===== src/rtl/parallel_to_serial_converter_pkg.sv =====
// Shared types and constants for the parallel-to-serial transmitter.
// Holds the FSM state encoding and the idle line level.
package parallel_to_serial_converter_pkg;

  typedef enum logic [0:0] {
    StIdle,
    StShift
  } state_e;

  localparam logic IdleLevel = 1'b0;

endpackage


===== src/rtl/piso_shift_register.sv =====
// Shift register and bit counter for the parallel-to-serial transmitter.
// The top decides when to load, shift or clear; priority is load > shift > clear.
module piso_shift_register #(
  parameter int unsigned DATA_WIDTH = 8
) (
  input  logic                          clk,
  input  logic                          reset,
  input  logic                          load_en,
  input  logic [DATA_WIDTH-1:0]         load_word,
  input  logic                          shift_en,
  input  logic                          clear_en,
  output logic                          serial_bit,
  output logic [$clog2(DATA_WIDTH)-1:0] bit_cnt,
  output logic                          last_bit
);

  localparam int unsigned CntWidth = $clog2(DATA_WIDTH);
  localparam logic [CntWidth-1:0] LastIdx = CntWidth'(DATA_WIDTH - 1);

  logic [DATA_WIDTH-1:0] sh_reg_q;
  logic [CntWidth-1:0]   bit_cnt_q;

  always_ff @(posedge clk) begin
    if (reset) begin
      sh_reg_q  <= '0;
      bit_cnt_q <= '0;
    end else if (load_en) begin
      sh_reg_q  <= load_word;
      bit_cnt_q <= '0;
    end else if (shift_en) begin
      sh_reg_q  <= sh_reg_q >> 1;
      bit_cnt_q <= bit_cnt_q + CntWidth'(1);
    end else if (clear_en) begin
      sh_reg_q  <= '0;
      bit_cnt_q <= '0;
    end
  end

  assign serial_bit = sh_reg_q[0];
  assign bit_cnt    = bit_cnt_q;
  assign last_bit   = (bit_cnt_q == LastIdx);

endmodule


===== src/rtl/parallel_to_serial_converter.sv =====
// LSB-first serialiser with valid/ready load and a one-word holding register,
// so a word held or accepted on the last bit follows with no idle cycle.
module parallel_to_serial_converter
  import parallel_to_serial_converter_pkg::*;
#(
  parameter int unsigned DATA_WIDTH = 8
) (
  input  logic                  clk,
  input  logic                  reset,
  input  logic [DATA_WIDTH-1:0] parallelDataIn,
  input  logic                  loadValid,
  output logic                  loadReady,
  output logic                  serialDataOut,
  output logic                  frameStart,
  output logic                  busy
);

  localparam int unsigned CntWidth = $clog2(DATA_WIDTH);

  state_e                state_q, state_d;
  logic [DATA_WIDTH-1:0] hold_data_q, hold_data_d;
  logic                  hold_full_q, hold_full_d;

  logic                  accept;
  logic                  load_en;
  logic [DATA_WIDTH-1:0] load_word;
  logic                  shift_en;
  logic                  clear_en;
  logic                  sr_bit;
  logic [CntWidth-1:0]   bit_cnt;
  logic                  last_bit;

  assign accept = loadValid && !hold_full_q;

  always_comb begin
    state_d     = state_q;
    hold_data_d = hold_data_q;
    hold_full_d = hold_full_q;
    load_en     = 1'b0;
    load_word   = parallelDataIn;
    shift_en    = 1'b0;
    clear_en    = 1'b0;
    unique case (state_q)
      StIdle: begin
        if (accept) begin
          load_en = 1'b1;
          state_d = StShift;
        end
      end
      StShift: begin
        if (last_bit) begin
          if (hold_full_q) begin
            // Held word takes priority; accept is impossible while it is full.
            load_en     = 1'b1;
            load_word   = hold_data_q;
            hold_full_d = 1'b0;
          end else if (accept) begin
            load_en = 1'b1;
          end else begin
            clear_en = 1'b1;
            state_d  = StIdle;
          end
        end else begin
          shift_en = 1'b1;
          if (accept) begin
            hold_data_d = parallelDataIn;
            hold_full_d = 1'b1;
          end
        end
      end
      default: state_d = StIdle;
    endcase
  end

  always_ff @(posedge clk) begin
    if (reset) begin
      state_q     <= StIdle;
      hold_data_q <= '0;
      hold_full_q <= 1'b0;
    end else begin
      state_q     <= state_d;
      hold_data_q <= hold_data_d;
      hold_full_q <= hold_full_d;
    end
  end

  piso_shift_register #(
    .DATA_WIDTH(DATA_WIDTH)
  ) u_shift (
    .clk       (clk),
    .reset     (reset),
    .load_en   (load_en),
    .load_word (load_word),
    .shift_en  (shift_en),
    .clear_en  (clear_en),
    .serial_bit(sr_bit),
    .bit_cnt   (bit_cnt),
    .last_bit  (last_bit)
  );

  assign loadReady     = !hold_full_q;
  assign busy          = (state_q == StShift);
  assign frameStart    = (state_q == StShift) && (bit_cnt == '0);
  assign serialDataOut = (state_q == StShift) ? sr_bit : IdleLevel;

endmodule


===== config.mk =====
export PLATFORM = sky130hd
export DESIGN_NAME = parallel_to_serial_converter
export DESIGN_NICKNAME = d
export VERILOG_FILES = /design/src/rtl/parallel_to_serial_converter_pkg.sv /design/src/rtl/piso_shift_register.sv /design/src/rtl/parallel_to_serial_converter.sv
export SDC_FILE = /design/constraint.sdc
export NUM_CORES = 1
export LEC_CHECK = 0
export ABC_CLOCK_PERIOD_IN_PS = 5270
export CELL_PAD_IN_SITES_DETAIL_PLACEMENT = 0
export CELL_PAD_IN_SITES_GLOBAL_PLACEMENT = 2
export CORE_MARGIN = 2
export CORE_UTILIZATION = 35
export CTS_CLUSTER_DIAMETER = 40
export DETAILED_ROUTE_END_ITERATION = 12
export PLACE_DENSITY = 0.81
export SETUP_SLACK_MARGIN = 0.1
export SLEW_MARGIN = 5
export SYNTH_ARGS = -nofsm -noshare
export SYNTH_HDL_FRONTEND = slang
export SYNTH_HIERARCHICAL = 1
export SYNTH_SLANG_ARGS = --single-unit

===== constraint.sdc =====
create_clock -name clk -period 5.27 [get_ports clk]
set_input_delay 0.7905 -clock clk [delete_from_list [all_inputs] [get_ports clk]]
set_output_delay 0.7905 -clock clk [all_outputs]
set_load 0.1 [all_outputs]

==> PnR_summary.wiki, run 1 <==
{| class="wikitable"
! Metric !! Value
|-
| Run status || finished clean
|-
| Core Util, Final || 41.9%
|-
| Detailed Route Iter0 Violations || 24
|-
| Leading cell types by count after synthesis || sky130_fd_sc_hd__dfxtp_1, sky130_fd_sc_hd__nor2_1, sky130_fd_sc_hd__mux2i_1
|-
| Cells after synthesis || 115
|-
| Worst min-delay path class || register to register
|-
| Final Cycle Share || slightly below 60%
|-
| Overall die area || roughly 3600 µm²
|-
| Finished Cell Area || about 1300 µm²
|-
| Antenna violations before repair || 0
|-
| Crit Path Class || register to output port
|-
| Final-layout setup total negative slack || 0 ns
|-
| Required time worst endpoint || between 4 and 5 ns
|-
| Post-synth top area cell || sky130_fd_sc_hd__dfxtp_1
|-
| Max frequency || about 0.33 GHz
|-
| Worst-path fanout max || 11
|-
| Cts bufs inserted || 3
|-
| CTS hold repair buffers || 0
|-
| Slowest cell delay on critical path || 1.18 ns
|-
| Yosys warns || 6
|-
| CTS tree || built
|-
| Fin. max-slew vios || 0
|-
| Max-cap viol count || 0
|-
| Synth top area share || about two fifths
|-
| Largest cells by area after synthesis || sky130_fd_sc_hd__dfxtp_1, sky130_fd_sc_hd__mux2i_1, sky130_fd_sc_hd__a311oi_2
|-
| Number of inserted filler cells in the final layout || 318
|-
| Horizontal die dimension || 60.2 µm
|-
| Library cell used as clock root buffer || sky130_fd_sc_hd__clkbuf_4
|-
| Sinks on Clock Net || 21
|-
| Largest net degree at the start of global routing || 22
|-
| Register area share after synthesis || 38.1%
|-
| EDFF count, synth || 0
|-
| Worst-path cell with the longest stage delay || sky130_fd_sc_hd__clkdlybuf4s50_1
|-
| Number of different library cells in the post-synthesis netlist || 27
|-
| Max H-tree Level || 1
|-
| Port Buffer Count || 14
|-
| Syn Area/Cell || approximately 9.6 µm²
|-
| Total I/O pin count || 15
|-
| Async SR Flop Fraction || 0%
|-
| Most instantiated library cell after synthesis || sky130_fd_sc_hd__dfxtp_1
|-
| Top_reg_cell synth || sky130_fd_sc_hd__dfxtp_1
|-
| Post-synthesis instance area || 1100 µm²
|-
| Routed via count divided by cell count || 4.97
|-
| RSZ-0062 raised after global routing || false
|-
| Synthesized net count || 128
|-
| Slew margin rel. || 28.5%
|-
| Synthesis-to-layout area growth || 15.1%
|-
| Category of the worst setup path capture point || output port
|-
| Router iterations before antenna repair || 4
|-
| Clock period minus worst slack || 3.05 ns
|-
| Final Wtd Congestion || 0.662
|-
| Area of the multi-input gates || 609 µm²
|-
| Combined flip-flop and latch cell area || 420 µm²
|-
| PD cells || 265 nW/µm²
|-
| List of cells traversed by the critical path || nor4b_1 > clkdlybuf4s50_1
|-
| Via total after detailed routing || 840
|-
| Tot GR Track Use || about 14%
|-
| Post-Route WL || 2100 µm
|-
| Worst slew pin tran || 1.07 ns
|-
| Routed length per placed instance || 12.4 µm
|-
| Post-CTS setup repair buffer count || 0
|-
| Peak supply drop || around 0.13 mV
|-
| Global route overflow || 0
|-
| Number of global-route vias before repair || around 830
|-
| Startpoint types || register
|-
| Clock-pin slew on the worst setup and hold paths || 0.12 ns
|-
| Remaining design rule violation count || 0
|-
| Initial Utilization || a little over a third
|-
| Routed Antenna Nets || 0
|-
| Post-CTS resize count || 0
|-
| Post-Place Cell Area || 1240 µm²
|-
| Final Hold Vio Count || 0
|-
| Data arrival at the endpoint of the critical path || between 2 and 2.5 ns
|-
| Endpoints failing setup || 0
|-
| Area of the core || 3030 µm²
|-
| Standard-cell rows || 20
|-
| Clock latency on the worst-skew pair || 0.30 ns
|-
| Number of antenna cells inserted || 0
|-
| Synthesis-stage register bit count || 21
|-
| Worst slack on hold paths || 0.508 ns
|-
| Global-route wire length before repair || 3750 µm
|-
| Clock Skew || 0.00249 ns
|-
| Max Root-Sink Buffers || 2
|-
| Vertical die dimension || 60.2 µm
|-
| Leakage power of the design || around 0.44 nW
|-
| Fraction of layout cells with a size suffix above 1 || 16.0%
|-
| Sum of net half-perimeters after detailed placement || 1420 µm
|-
| Nets@finish || around 140
|}
## kinds of logic after synthesis
logic type | count (synthesis) | synth area share, %
AOI/OAI and AO/OA | 15 | 13.0
adders and majority gates | 2 | 2.27
buffers and inverters | 12 | 6.69
DFF | 21 | 38.1
muxes | 18 | 17.2
and+or+nand+nor | 47 | 22.7
## worst max-delay path, delay by kind of cell (launching register included)
kind	cells	cell delay, ns
buffers and inverters	1	1.18
flip-flops	1	0.52
AND/OR/NAND/NOR	1	0.26
## state kept, by name, indices dropped and copies added (netlist names)
signal            cells
busy                  1
u_shift/sh_reg_q      8
hold_data_q           8
u_shift/bit_cnt       3
hold_full_q           1
## cells in the final DEF, fill, tap and decap left out
| cell type | instances |
|---|---|
| sky130_fd_sc_hd__nor4b_1 | 1 |
| sky130_fd_sc_hd__a2111oi_0 | 1 |
| sky130_fd_sc_hd__mux2_2 | 8 |
| sky130_fd_sc_hd__buf_4 | 1 |
| sky130_fd_sc_hd__and4bb_1 | 1 |
| sky130_fd_sc_hd__nor2b_1 | 1 |
| sky130_fd_sc_hd__and2_1 | 1 |
| sky130_fd_sc_hd__o21ai_0 | 1 |
| sky130_fd_sc_hd__nand3_2 | 1 |
| sky130_fd_sc_hd__a211oi_1 | 1 |
| sky130_fd_sc_hd__a311oi_2 | 6 |
| sky130_fd_sc_hd__nand3b_1 | 6 |
| sky130_fd_sc_hd__mux2i_1 | 10 |
| sky130_fd_sc_hd__clkdlybuf4s50_1 | 14 |
| sky130_fd_sc_hd__nor2_1 | 18 |
| sky130_fd_sc_hd__ha_1 | 2 |
| sky130_fd_sc_hd__nand2_1 | 8 |
| sky130_fd_sc_hd__clkbuf_1 | 1 |
| sky130_fd_sc_hd__a22oi_1 | 1 |
| sky130_fd_sc_hd__nor3b_1 | 2 |
| sky130_fd_sc_hd__a21oi_1 | 5 |
| sky130_fd_sc_hd__dfxtp_1 | 21 |
| sky130_fd_sc_hd__or3_4 | 1 |
| sky130_fd_sc_hd__nor3_1 | 5 |
| sky130_fd_sc_hd__inv_1 | 3 |
| sky130_fd_sc_hd__nand2b_1 | 2 |
| sky130_fd_sc_hd__clkbuf_4 | 3 |
## report_power, final
group          internal [mW]  total [mW]  switching, mW
registers              0.170       0.177        0.00745
logic                 0.0323      0.0796         0.0473
clock network         0.0295      0.0793         0.0498
## stage by stage
step                power [mW]  cells  setup slack [ns]
finish                   0.336    169              2.22
global route             0.357    169              2.09
CTS                      0.343    169              2.16
detailed placement       0.261    165              2.20
global placement         0.259    165              2.27
floorplan                0.244    115             0.153
## layout make-up
class                   instances  area share (%)
repair buffers                 15            11.6
flip-flops and latches         21            33.1
well taps                      44            4.33
clock buffers                   4            2.07
multi-input cells              82            48.0
inverters                       3           0.887
## layer usage
layer  GRT usage (%)  share of wire (%)
met5               0                  0
met4            4.76               0.91
met3            4.11                4.0
met2            23.1                 48
met1            16.8                 47
## final timing paths
check                      startpoint             endpoint  slack, ns  cells past startpoint
setup / recovery                 busy           frameStart       2.22                      2
hold / removal    u_shift/sh_reg_q[0]  u_shift/sh_reg_q[0]       0.51                      2
setup reg to reg   u_shift/bit_cnt[0]  u_shift/sh_reg_q[6]       2.52                      8
hold reg to reg   u_shift/sh_reg_q[0]  u_shift/sh_reg_q[0]       0.51                      2
Power figures use the tool's default switching activity.
==> inputs of run 2 (changes only) <==
--- a/config.mk
+++ b/config.mk
@@ -5,14 +5,14 @@
 export SDC_FILE = /design/constraint.sdc
 export NUM_CORES = 1
 export LEC_CHECK = 0
-export ABC_CLOCK_PERIOD_IN_PS = 5270
+export ABC_CLOCK_PERIOD_IN_PS = 3100
 export CELL_PAD_IN_SITES_DETAIL_PLACEMENT = 0
 export CELL_PAD_IN_SITES_GLOBAL_PLACEMENT = 2
 export CORE_MARGIN = 2
-export CORE_UTILIZATION = 35
+export CORE_UTILIZATION = 33
 export CTS_CLUSTER_DIAMETER = 40
 export DETAILED_ROUTE_END_ITERATION = 12
-export PLACE_DENSITY = 0.81
+export PLACE_DENSITY = 0.77
 export SETUP_SLACK_MARGIN = 0.1
 export SLEW_MARGIN = 5
 export SYNTH_ARGS = -nofsm -noshare
==> constraint.sdc (replaced) <==
create_clock -name clk -period 3.1 [get_ports clk]
set_input_delay 0.465 -clock clk [delete_from_list [all_inputs] [get_ports clk]]
set_output_delay 0.465 -clock clk [all_outputs]
set_load 0.1 [all_outputs]
==> run 2 against run 1 <==
  * Core utilization shrank 0.70 points
  * Total power is 70% higher
  * Critical endpoint is now u_shift/sh_reg_q[5]
  * Highest routed layer unchanged
  * Sequential share of layout area shrank 0.51 points
==> PnR_summary.wiki, run 2 (synthesis gave the netlist of run 1 again) <==
{| class="wikitable"
! Metric !! Value
|-
| Via total after detailed routing || 826 (was 840)
|-
| Max H-tree Level || 1 (unchanged)
|-
| Global route overflow || 0 (unchanged)
|-
| Max frequency || 0.443 GHz
|-
| Max Root-Sink Buffers || 2 (unchanged)
|-
| Worst-path fanout max || 20 (was 11)
|-
| Peak supply drop || 0.175 mV (was 0.131 mV)
|-
| Finished Cell Area || 1290 µm² (was 1270 µm²)
|-
| Clock Skew || 0.00369 ns (was 0.00249 ns)
|-
| Initial Utilization || 35.3% (was 36.4%)
|-
| Area of the multi-input gates || 624 µm² (was 609 µm²)
|-
| Router iterations before antenna repair || 3 (was 4)
|-
| Vertical die dimension || 61.8 µm (was 60.2 µm)
|-
| Slowest cell delay on critical path || 0.48 ns (was 1.18 ns)
|-
| RSZ-0062 raised after global routing || false (unchanged)
|-
| Library cell used as clock root buffer || sky130_fd_sc_hd__clkbuf_4 (unchanged)
|-
| Run status || finished clean (unchanged)
|-
| Horizontal die dimension || 61.8 µm (was 60.2 µm)
|-
| Most frequent cells in the layout || sky130_fd_sc_hd__dfxtp_1, sky130_fd_sc_hd__nor2_1, sky130_fd_sc_hd__mux2i_1, sky130_fd_sc_hd__clkdlybuf4s50_1 (was sky130_fd_sc_hd__dfxtp_1, sky130_fd_sc_hd__nor2_1, sky130_fd_sc_hd__clkdlybuf4s50_1)
|-
| Post-Place Worst Slack || 0.818 ns (was 2.20 ns)
|-
| Cts bufs inserted || 3 (unchanged)
|-
| Antenna violations before repair || 0 (unchanged)
|-
| Routed length per placed instance || 12.5 µm (was 12.4 µm)
|-
| Crit Path Class || register to register (was register to output port)
|-
| Routed Antenna Nets || 0 (unchanged)
|-
| Worst-path cell with the longest stage delay || sky130_fd_sc_hd__or3_4 (was sky130_fd_sc_hd__clkdlybuf4s50_1)
|-
| Overall die area || 3820 µm² (was 3620 µm²)
|-
| Final-layout setup total negative slack || 0 ns (unchanged)
|-
| Nets@finish || 141 (was 139)
|-
| Placed cell count || 167 (was 165)
|-
| Global-route wire length before repair || 3670 µm (was 3750 µm)
|-
| Sum of net half-perimeters after detailed placement || 1500 µm (was 1420 µm)
|-
| Final Cycle Share || 72.8%
|-
| Combined flip-flop and latch cell area || 420 µm² (unchanged)
|-
| Post-Place Cell Area || 1260 µm² (was 1240 µm²)
|-
| CTS tree || built (unchanged)
|-
| Routed via count divided by cell count || 4.83 (was 4.97)
|-
| Max-cap viol count || 0 (unchanged)
|-
| Remaining design rule violation count || 0 (unchanged)
|-
| Endpoints failing setup || 0 (unchanged)
|-
| Clock period minus worst slack || 2.26 ns
|-
| Area of the core || 3130 µm² (was 3030 µm²)
|-
| Number of antenna cells inserted || 0 (unchanged)
|-
| Worst Setup Slack, final || 0.844 ns (was 2.22 ns)
|-
| Commonest non-fill, non-tap cell in the layout || sky130_fd_sc_hd__dfxtp_1 (unchanged)
|-
| List of cells traversed by the critical path || ha_1 > ha_1 > nor2b_1 > buf_4 > nor2_1 > buf_4 > or3_4 > nor2_1 > a311oi_2 (was nor4b_1 > clkdlybuf4s50_1)
|-
| Sinks on Clock Net || 21 (unchanged)
|-
| Startpoint types || register (unchanged)
|-
| Category of the worst setup path capture point || register (was output port)
|-
| Number of inserted filler cells in the final layout || 313 (was 318)
|-
| Total I/O pin count || 15 (unchanged)
|-
| Post-Route WL || 2130 µm (was 2100 µm)
|-
| Detailed Route Iter0 Violations || 24 (unchanged)
|-
| Largest net degree at the start of global routing || 21 (was 22)
|-
| Clock-pin slew on the worst setup and hold paths || 0.12 ns (about the same)
|-
| Worst slew pin tran || 0.593 ns (was 1.07 ns)
|-
| Slew margin rel. || 60.2% (was 28.5%)
|-
| Number of global-route vias before repair || 784 (was 834)
|-
| Data arrival at the endpoint of the critical path || 2.45 ns (was 2.26 ns)
|-
| Synthesis-to-layout area growth || 16.9% (was 15.1%)
|-
| Clock latency on the worst-skew pair || 0.30 ns (about the same)
|-
| Final Wtd Congestion || 0.676 (was 0.662)
|-
| Required time worst endpoint || 3.29 ns (was 4.48 ns)
|-
| Worst min-delay path class || register to register (unchanged)
|-
| Leakage power of the design || 0.460 nW (was 0.439 nW)
|-
| Standard-cell rows || 20 (unchanged)
|-
| Final cell count without fillers || 171 (was 169)
|-
| PD cells || 444 nW/µm² (was 265 nW/µm²)
|-
| Fin. max-slew vios || 0 (unchanged)
|-
| Post-CTS resize count || 0 (unchanged)
|-
| Tot GR Track Use || 13.3% (was 13.9%)
|-
| CTS hold repair buffers || 0 (unchanged)
|-
| Port Buffer Count || 14 (unchanged)
|-
| Fraction of layout cells with a size suffix above 1 || 21.3% (was 16.0%)
|-
| Final Hold Vio Count || 0 (unchanged)
|-
| Post-CTS setup repair buffer count || 0 (unchanged)
|}
-- run 2: changes by cell type in the layout (fill, tap and decap cells not counted) --
cell,previous run,this run
sky130_fd_sc_hd__clkdlybuf4s50_1,14,10
sky130_fd_sc_hd__nor4b_4,0,1
sky130_fd_sc_hd__nor4b_1,1,0
sky130_fd_sc_hd__buf_4,1,7
-- run 2: per-layer routing --
metal,GRT usage (%),vias to the layer above,part of all wire (%)
met5,0,-,0
met4,3.65,0,0.99
met3,4.97,2,3.2
met2,21.1,12,49
met1,17.1,381,47
li1,-,431,-
-- run 2: area by class of cell --
cell class	count	share of cell area (%)
multi-input cells	82	48.4
flip-flops and latches	21	32.6
repair buffers	17	11.8
well taps	44	4.27
clock buffers	4	2.04
inverters	3	0.873
-- run 2: power breakdown --
| group | internal, mW | switching (mW) | total, mW |
|---|---|---|---|
| clock network | 0.0502 | 0.0831 | 0.133 |
| logic | 0.0574 | 0.0806 | 0.138 |
| registers | 0.289 | 0.0132 | 0.302 |
-- run 2: worst max-delay path: cells and delay by family (launching register included) --
kind | cells | cell delay [ns]
and+or+nand+nor | 4 | 0.84
adders and majority gates | 2 | 0.45
buffers and inverters | 2 | 0.41
DFF | 1 | 0.37
AOI/OAI and AO/OA | 1 | 0.06
-- run 2: final timing paths --
path	from	end	slack (ns)	cells after the start
min	hold_data_q[4]	hold_data_q[4]	0.50	2
max reg2reg	u_shift/bit_cnt[0]	u_shift/sh_reg_q[5]	0.84	9
max	u_shift/bit_cnt[0]	u_shift/sh_reg_q[5]	0.84	9
min reg2reg	hold_data_q[4]	hold_data_q[4]	0.50	2
-- run 2: metrics by stage --
stage                     hold WS, ns  utilization (%)  total power [mW]
final                           0.502             41.2             0.573
after global routing            0.532             41.2             0.613
after CTS                       0.511             41.2             0.587
after detailed placement        0.482             40.4             0.448
after global placement          0.470             40.4             0.446
after floorplan                 0.456                -             0.418
==> inputs of run 3 (changes only) <==
--- a/config.mk
+++ b/config.mk
@@ -5,7 +5,7 @@
 export SDC_FILE = /design/constraint.sdc
 export NUM_CORES = 1
 export LEC_CHECK = 0
-export ABC_CLOCK_PERIOD_IN_PS = 3100
+export ABC_CLOCK_PERIOD_IN_PS = 2150
 export CELL_PAD_IN_SITES_DETAIL_PLACEMENT = 0
 export CELL_PAD_IN_SITES_GLOBAL_PLACEMENT = 2
 export CORE_MARGIN = 2
==> constraint.sdc (replaced) <==
create_clock -name clk -period 2.15 [get_ports clk]
set_input_delay 0.3225 -clock clk [delete_from_list [all_inputs] [get_ports clk]]
set_output_delay 0.3225 -clock clk [all_outputs]
set_load 0.1 [all_outputs]
==> run 3 against run 2 <==
  * First-iteration DRC count rose by 54%
  * Largest power group unchanged
  * Sequential power rose by 45%
  * Highest routed layer unchanged
  * Sequential cell count did not move
  * Largest cell class unchanged
==> PnR_summary.wiki, run 3 (synthesis gave the netlist of run 1 again) <==
{| class="wikitable"
! Metric !! Value
|-
| Count of cells along the worst hold path || 2 (unchanged)
|-
| Global route overflow || 0 (unchanged)
|-
| Run status || finished clean (unchanged)
|-
| Finished Cell Area || 1340 µm² (was 1290 µm²)
|-
| Post-Place Cell Area || 1280 µm² (was 1260 µm²)
|-
| Worst-path fanout max || 8 (was 20)
|-
| Initial Utilization || 35.3% (unchanged)
|-
| Max frequency || 0.538 GHz (was 0.443 GHz)
|-
| Clock-pin slew on the worst setup and hold paths || 0.13 ns (was 0.12 ns)
|-
| Global-route wire length before repair || 4000 µm (was 3670 µm)
|-
| Library cell used as clock root buffer || sky130_fd_sc_hd__clkbuf_4 (unchanged)
|-
| Cts bufs inserted || 3 (unchanged)
|-
| Clock Skew || 0.0110 ns (was 0.00369 ns)
|-
| Router iterations before antenna repair || 4 (was 3)
|-
| Leakage power of the design || 0.479 nW (was 0.460 nW)
|-
| Endpoints failing setup || 0 (unchanged)
|-
| Antenna violations before repair || 0 (unchanged)
|-
| Detailed Route Iter0 Violations || 37 (was 24)
|-
| Slew margin rel. || 77.1% (was 60.2%)
|-
| Required time worst endpoint || 2.35 ns (was 3.29 ns)
|-
| Tot GR Track Use || 14.5% (was 13.3%)
|-
| Number of inserted filler cells in the final layout || 321 (was 313)
|-
| Synthesis-to-layout area growth || 21.0% (was 16.9%)
|-
| Combined flip-flop and latch cell area || 425 µm² (was 420 µm²)
|-
| Post-CTS setup repair buffer count || 0 (unchanged)
|-
| Fin. max-slew vios || 0 (unchanged)
|-
| RSZ-0062 raised after global routing || false (unchanged)
|-
| CTS tree || built (unchanged)
|-
| Max-cap viol count || 0 (unchanged)
|-
| Total I/O pin count || 15 (unchanged)
|-
| Area of the multi-input gates || 643 µm² (was 624 µm²)
|-
| Routed length per placed instance || 13.0 µm (was 12.5 µm)
|-
| Worst slack on hold paths || 0.507 ns (was 0.502 ns)
|-
| Post-Route WL || 2260 µm (was 2130 µm)
|-
| Final Wtd Congestion || 0.691 (was 0.676)
|-
| Number of global-route vias before repair || 869 (was 784)
|-
| Depth of the worst register-to-register path || 6 (was 9)
|-
| Number of antenna cells inserted || 0 (unchanged)
|-
| Category of the worst setup path capture point || register (unchanged)
|-
| Most frequent cells in the layout || sky130_fd_sc_hd__dfxtp_1, sky130_fd_sc_hd__nor2_1, sky130_fd_sc_hd__mux2i_1, sky130_fd_sc_hd__clkdlybuf4s50_1 (unchanged)
|-
| Remaining design rule violation count || 0 (unchanged)
|-
| Crit Path Class || register to register (unchanged)
|-
| Max Root-Sink Buffers || 2 (unchanged)
|-
| Fraction of layout cells with a size suffix above 1 || 26.9% (was 21.3%)
|-
| Standard-cell rows || 20 (unchanged)
|-
| Final Hold Vio Count || 0 (unchanged)
|-
| PD cells || 634 nW/µm² (was 444 nW/µm²)
|-
| Largest net degree at the start of global routing || 20 (was 21)
|-
| Routed via count divided by cell count || 4.95 (was 4.83)
|-
| Port Buffer Count || 14 (unchanged)
|-
| Routed Antenna Nets || 0 (unchanged)
|-
| Via total after detailed routing || 861 (was 826)
|-
| Horizontal die dimension || 61.8 µm (unchanged)
|-
| Worst slew pin tran || 0.335 ns (was 0.593 ns)
|-
| Vertical die dimension || 61.8 µm (unchanged)
|-
| Area of the core || 3130 µm² (unchanged)
|-
| Commonest non-fill, non-tap cell in the layout || sky130_fd_sc_hd__dfxtp_1 (unchanged)
|-
| Peak supply drop || 0.243 mV (was 0.175 mV)
|-
| Final-layout setup total negative slack || 0 ns (unchanged)
|-
| Data arrival at the endpoint of the critical path || 2.06 ns (was 2.45 ns)
|-
| Worst min-delay path class || register to register (unchanged)
|-
| Max H-tree Level || 1 (unchanged)
|-
| Overall die area || 3820 µm² (unchanged)
|-
| Clock latency on the worst-skew pair || 0.31 ns (was 0.30 ns)
|-
| Nets@finish || 144 (was 141)
|-
| Clock period minus worst slack || 1.86 ns (was 2.26 ns)
|-
| Startpoint types || register (unchanged)
|-
| Final Cycle Share || 86.4% (was 72.8%)
|-
| Sum of net half-perimeters after detailed placement || 1560 µm (was 1500 µm)
|-
| Sinks on Clock Net || 21 (unchanged)
|}
[run 3: power by group]
group / switching (mW) / internal (mW)
sequential: 0.0202 / 0.416
clock: 0.131 / 0.0721
combinational: 0.119 / 0.0882
total: 0.270 / 0.577
[run 3: cell type report]
class                   instances  share of cell area [%]
flip-flops and latches         21                    31.9
repair buffers                 19                    12.8
clock buffers                   3                    1.69
multi-input cells              83                    48.2
clock inverters                 1                   0.469
inverters                       3                   0.843
well taps                      44                    4.12
[run 3: worst paths after layout]
check / slack [ns] / from / end
setup / recovery: 0.29 / u_shift/bit_cnt[1] / u_shift/sh_reg_q[0]
hold / removal: 0.51 / hold_data_q[2] / hold_data_q[2]
setup reg to reg: 0.29 / u_shift/bit_cnt[1] / u_shift/sh_reg_q[0]
hold reg to reg: 0.51 / hold_data_q[2] / hold_data_q[2]
[run 3: layer usage]
metal  GRT usage (%)  up-vias  routed length (µm)
met3            2.48        2                  60
li1                -      438                   -
met1            18.0      409                1100
met5               0        -                   0
met2            24.5       12                1080
met4            6.38        0                  15
[run 3: worst max-delay path, stage by stage (launching register included)]
cell,delay (ns)
sky130_fd_sc_hd__dfxtp_1,0.42
sky130_fd_sc_hd__ha_1,0.18
sky130_fd_sc_hd__ha_2,0.23
sky130_fd_sc_hd__nand3_2,0.22
sky130_fd_sc_hd__mux2_2,0.29
sky130_fd_sc_hd__inv_1,0.03
sky130_fd_sc_hd__a2111oi_0,0.37
[run 3: through the flow]
| stage | utilization, % | total power, mW | std cells | worst slack, ns |
|---|---|---|---|---|
| after floorplan | - | 0.604 | 115 | 0.101 |
| after global placement | 41.0 | 0.643 | 169 | 0.240 |
| after detailed placement | 41.0 | 0.648 | 169 | 0.190 |
| after CTS | 41.9 | 0.854 | 173 | 0.171 |
| after global routing | 42.7 | 0.913 | 174 | 0.0886 |
| final | 42.7 | 0.847 | 174 | 0.292 |
[run 3: timing repair]
| action | in CTS | in global routing |
|---|---|---|
| gates resized for setup | 0 | 5 |
| hold buffers | 0 | 0 |
| setup endpoints to repair | 0 | 7 |
